--- config.mk ---
export PLATFORM = sky130hd
export DESIGN_NAME = seq_detector_param
export DESIGN_NICKNAME = d
export VERILOG_FILES = /design/src/rtl/seq_detector_param.sv
export SDC_FILE = /design/constraint.sdc
export NUM_CORES = 1
export LEC_CHECK = 0
export ABC_CLOCK_PERIOD_IN_PS = 4200
export CAP_MARGIN = 10
export CORE_ASPECT_RATIO = 1.4
export CORE_MARGIN = 10
export CORE_UTILIZATION = 40
export CTS_CLUSTER_SIZE = 30
export DETAILED_ROUTE_END_ITERATION = 10
export PLACE_DENSITY_LB_ADDON = 0.2
export SLEW_MARGIN = 20
export SYNTH_ARGS = -nofsm -noshare
export SYNTH_HDL_FRONTEND = slang
export SYNTH_SLANG_ARGS = --single-unit
--- constraint.sdc ---
create_clock -name clk -period 4.2 [get_ports clk]
set_input_delay 1.05 -clock clk [delete_from_list [all_inputs] [get_ports clk]]
set_output_delay 1.05 -clock clk [all_outputs]
set_load 0.01 [all_outputs]
--- src/rtl/seq_detector_param.sv ---
// Parameterised serial pattern detector with runtime-loadable pattern and overlap mode.
// Produces a registered one-cycle match flag, a saturating match counter and a history fill level.
module seq_detector_param #(
  parameter int                 PAT_W       = 4,
  parameter int                 CNT_W       = 8,
  parameter logic [PAT_W-1:0]   RST_PATTERN = PAT_W'(4'b1011),
  parameter bit                 RST_OVERLAP = 1'b1,
  localparam int                FILL_W      = $clog2(PAT_W + 1)
) (
  input  logic              clk,
  input  logic              reset,
  input  logic              x,
  input  logic              in_valid,
  input  logic              cfg_load,
  input  logic [PAT_W-1:0]  cfg_pattern,
  input  logic              cfg_overlap,
  input  logic              clear_count,
  output logic              y,
  output logic [CNT_W-1:0]  match_count,
  output logic [FILL_W-1:0] fill
);

  localparam logic [FILL_W-1:0] FILL_FULL = FILL_W'(PAT_W);
  localparam logic [CNT_W-1:0]  CNT_MAX   = {CNT_W{1'b1}};

  logic [PAT_W-1:0]  hist;
  logic [PAT_W-1:0]  pattern;
  logic              overlap;

  logic [PAT_W-1:0]  hist_next;
  logic [FILL_W-1:0] fill_next;
  logic              accept;
  logic              match;

  // Candidate history/fill after an accepted bit; a match only counts once the window is entirely fresh.
  always_comb begin
    hist_next = {hist[PAT_W-2:0], x};
    fill_next = (fill == FILL_FULL) ? fill : fill + FILL_W'(1);
    accept    = in_valid && !cfg_load;
    match     = accept && (hist_next == pattern) && (fill_next == FILL_FULL);
  end

  always_ff @(posedge clk or posedge reset) begin
    if (reset) begin
      hist        <= '0;
      fill        <= '0;
      pattern     <= RST_PATTERN;
      overlap     <= RST_OVERLAP;
      y           <= 1'b0;
      match_count <= '0;
    end else if (cfg_load) begin
      pattern     <= cfg_pattern;
      overlap     <= cfg_overlap;
      hist        <= '0;
      fill        <= '0;
      y           <= 1'b0;
      match_count <= '0;
    end else begin
      y <= match;
      if (accept) begin
        hist <= hist_next;
        // Non-overlapping mode forces the next match to be built from entirely new bits.
        if (match && !overlap)
          fill <= '0;
        else
          fill <= fill_next;
      end
      if (clear_count)
        match_count <= '0;
      else if (match && match_count != CNT_MAX)
        match_count <= match_count + CNT_W'(1);
    end
  end

endmodule

==> Word level (Yosys, flattened, before mapping) <==
Cells that the tools add are included.
{ "op_classes": {"addsub": 2, "n_eq_ne": 4, "n_mux": 10, "n_reduce_logical": 9} }
{ "ops": {"columns": ["cell", "count"], "rows": [
  ["$mux 8", 3],
  ["$mux 3", 6],
  ["$add 8x1->8 const B", 1],
  ["$ne 8x8->1 const B", 1],
  ["$eq 3x3->1 const B", 2],
  ["$logic_and 1x1->1", 5],
  ["$eq 4x4->1", 1],
  ["$add 3x1->3 const B", 1],
  ["$reduce_bool 3->1", 1],
  ["$logic_not 1->1", 2],
  ["$reduce_bool 2->1", 1],
  ["$mux 1", 1]
]} }
{ "totals": {"register_bits": 20, "in_bits": 11, "out_inout_bits": 12, "word_cells": 31} }

==> Logic depth before layout (Yosys ltp) <==
{ "logic_depth": {"depth_word": 8, "ltp_mapped": 8, "depth_no_buf": 7} }

==> Worst setup path after synthesis <==
OpenSTA, ideal clock, no wires.
{ "synth_path": {"path_type": "input-to-reg", "start": "input port x", "end": "register match_count[2]", "setup_ps": 78, "t_arrival_ps": 2198, "t_required_ps": 4122, "setup_slack_ps": 1924, "stages": 6, "path_buffers": 1, "path_cell_list": "xor2_1 > nor4_4 > nand4_2 > buf_6 > or3_1 > a21oi_1"} }
{ "synth_via": {"elab_chain_cells": 5} }
{ "synth_rtl": {"columns": ["element", "line_no", "source"], "rows": [
  ["start: declaration", "12", "input logic x,"],
  ["$eq 4x4->1", "40", "match = accept && (hist_next == pattern) && (fill_next == FILL_FULL);"],
  ["$logic_and 1x1->1 (2 in series)", "40", null],
  ["$logic_and 1x1->1", "70", "else if (match && match_count != CNT_MAX)"],
  ["$reduce_bool 3->1 (no line)", null, null],
  ["end signal: assignment", "71", "match_count <= match_count + CNT_W'(1);"],
  ["end: declaration", "19", "output logic [CNT_W-1:0] match_count,"]
]} }
No other way between the ends.
A chain may end at the register's enable or synchronous reset.

==> Final worst setup path <==
{ "layout_path": {"start": "input port cfg_load", "end": "register match_count[6]"} }
{ "layout_via": {"elab_chain_cells": 6, "elab_cells_between_ends": 7, "classes_between": "1 x mux; 6 x reduce/logical"} }
{ "layout_rtl": {"columns": ["element", "line_no", "source"], "rows": [
  ["start: declaration", "14", "input logic cfg_load,"],
  ["$logic_not 1->1", "39", "accept = in_valid && !cfg_load;"],
  ["$logic_and 1x1->1", "39", null],
  ["$logic_and 1x1->1 (2 in series)", "40", null],
  ["$logic_and 1x1->1", "70", null],
  ["$reduce_bool 3->1 (no line)", null, null]
]} }
Parallel ways exist; a longest one is shown, timed or not.

==> impl_metrics.ini <==
[job]
max_cap_viol_count = 0

[sta]
max_slew_margin = 0.5005
period_needed_ns = 2.871
fmax_ghz = 0.3483
setup_violations = 0
fin_ws_ns = 1.329
rsz0062_at_grt = no
fin_crit_sh = 0.6836
finClkSkew_ns = 0.01227
worst_slew_pin_slew_ns = 0.7484
fin_tns_setup_ns = 0
final-hold-violation-count = 0
report.final.slew_viol_count = 0
worst_hold_slack_ns = 0.5478

[clock_tree]
clkSinkCount = 20
cts_buffers = 3
cts_setup_buffers = 0
cts_root_buf = clkbuf_4
postCtsHoldBufs = 0
clock_latency_ns = 0.30
cts_tree = done
clk_pin_slew_worst_paths_ns = 0.12
clockBufferDepth = 2
htreeDepth = 1
cts_resized = 0

[worst_setup_path]
crit_slowest_cell = clkdlybuf4s50_1
path_cells = clkdlybuf4s50_1 > nor4b_4 > nand4_2 > or4_1 > a21oi_1
cp.arrival_ns = 3.11
slowest_delay_ns = 0.69
critical_path.top_delay_family = simple AND/OR/NAND/NOR gates
cp_max_fo = 14
cp-startpoint = cfg_load
reg2regPathDepth = 7
required_ns = 4.44
path_buf_inv = 1
endpoint = match_count[6]$_DFFE_PP0P_
worstSetupPathDepth = 5
critPathLaunchType = input pin
r2r_setup_slack_ns = 1.96
r2r-start = fill[0]$_DFFE_PP0P_
critPathCaptureType = flip-flop
r2r_end = match_count[6]$_DFFE_PP0P_
crit_type = input pin to flip-flop

[power]
peakVddDrop_v = 0.0001337
power_density_nw_per_um2 = 271.9
p_leak_nw = 0.5442

[floorplanning]
core_area_um2 = 2444
die_area_um2 = 5098
std_cell_rows = 21
die_h_um = 80.58
io_pins = 23
die_width_um = 63.27
initial_core_util = 0.4291

[drt]
firstDrtPassIters = 4
route.vias.total = 782
drc_errors = 0
routedWlPerCell_um = 13.38
vias_per_cell = 5.078
final_antenna_net_count = 0
wl_um = 2060
drt_iter0_markers = 16

[global_routing]
grt_usage = 0.08522
antenna_found_initial = 0
grt_pass1_vias = 841
grt_max_degree = 21
grt_pass1_wl_um = 3608
grt-ovfl-total = 0

[synth]
syn_nets = 112
synth-simple-area-share = 0.2088
synth.avg_cell_area_um2 = 10.70
syn_area_um2 = 1049
synth_edf_count = 0
yosys_warnings = 0
synth_seq_cells = 20
ys_seq_area_frac = 0.4821
synth_compound_area_frac = 0.07637
ys.flop_type = dfrtp_1
synthAdderAreaFrac = 0.03580
syn_inst = 98
synth-xor-area-share = 0.05012
synth_top_family_by_area = simple AND/OR/NAND/NOR gates
async_flop_share = 1.000
synth_mux_area_frac = 0.1026
synth_cell_type_count = 29

[placed_design]
pre_cts_slack_ns = 0.9813
io_buffers = 22
place_hpwl_um = 1614
gp_congestion = 0.7757
dpl_cell_area_um2 = 1287

[final_layout]
nets = 135
most-common-layout-cells = clkdlybuf4s50_1, dfrtp_1, nor2_1
postLayoutCellArea_um2 = 1314
syn2layout_area_growth_pct = 25.30
fill_cells = 236
layout_commonest_cell = clkdlybuf4s50_1
diodes = 0
drive_gt1_frac = 0.1500
fin_util = 0.5376

[status]
status = finished, final reports clean

[hold_path]
hold_class = flip-flop to flip-flop
[power breakdown]
part / internal, W / total, W / switching, W / leakage (nW)
sequential: 0.000203 / 0.000210 / 0.00000655 / 0.261
combinational: 0.0000276 / 0.0000525 / 0.0000249 / 0.268
clock: 0.0000370 / 0.0000949 / 0.0000578 / 0.0150
total: 0.000268 / 0.000357 / 0.0000893 / 0.544
[registers in the layout, summed over array words and instances (netlist names)]
signal       count
fill             3
hist             3
match_count      8
overlap          1
pattern          4
y                1
[cell usage after synthesis, drive strengths merged (2+ instances only)]
cell,count,area (um2)
o31ai,2,15.01
inv,6,22.52
ha,3,37.54
mux2i,4,40.04
dfrtp,16,400.4
nand4,2,18.77
a21oi,7,35.03
xor2,5,43.79
nand3,5,25.02
nor2,8,30.03
or3,5,31.28
nand2,5,18.77
mux2,6,67.56
buf,3,20.01
or4,2,15.01
dfstp,4,105.1
o21ai,6,30.03
[stage by stage]
step	total power, W	std cells
after CTS	0.0003620	154
after detailed placement	0.0002676	150
after global placement	0.0002661	150
after global routing	0.0003764	154
final	0.0003572	154
after floorplan	0.0002462	98
[how the worst min path moves through the flow]
stage,slack [ns],cells past startpoint,endpoint,start
3_5_place_dp,0.53,1,pattern[2]$_DFFE_PP0P_,pattern[2]$_DFFE_PP0P_
3_3_place_gp,0.53,2,hist[2]$_DFFE_PP0P_,hist[2]$_DFFE_PP0P_
4_1_cts,0.56,1,pattern[2]$_DFFE_PP0P_,pattern[2]$_DFFE_PP0P_
6_report,0.55,1,pattern[2]$_DFFE_PP0P_,pattern[2]$_DFFE_PP0P_
2_1_floorplan,0.50,1,pattern[2]$_DFFE_PP0P_,pattern[2]$_DFFE_PP0P_
5_1_grt,0.57,1,pattern[2]$_DFFE_PP0P_,pattern[2]$_DFFE_PP0P_
[metal layers]
metal	track usage	up-vias	share of wire
met3	0.02222	5	0.047
met5	0	-	0
li1	-	385	-
met2	0.1527	17	0.52
met4	0.03947	0	0.018
met1	0.09171	375	0.41
[final cells by class]
class	instances	area (um2)	share of cell area
Timing Repair Buffer	22	220.2	0.1676
Inverter	6	22.52	0.01714
Tap cell	34	42.54	0.03238
Clock buffer	4	26.28	0.02000
Multi-Input combinational cell	68	496.7	0.3781
Sequential cell	20	505.5	0.3848
[logic make-up after synthesis]
group | Yosys count
compound gates | 15
xor+xnor | 6
fa+ha+maj | 3
buf+inv | 10
flops | 20
mux | 10
simple gates | 34
No activity file was read; power rests on OpenSTA's default activity.
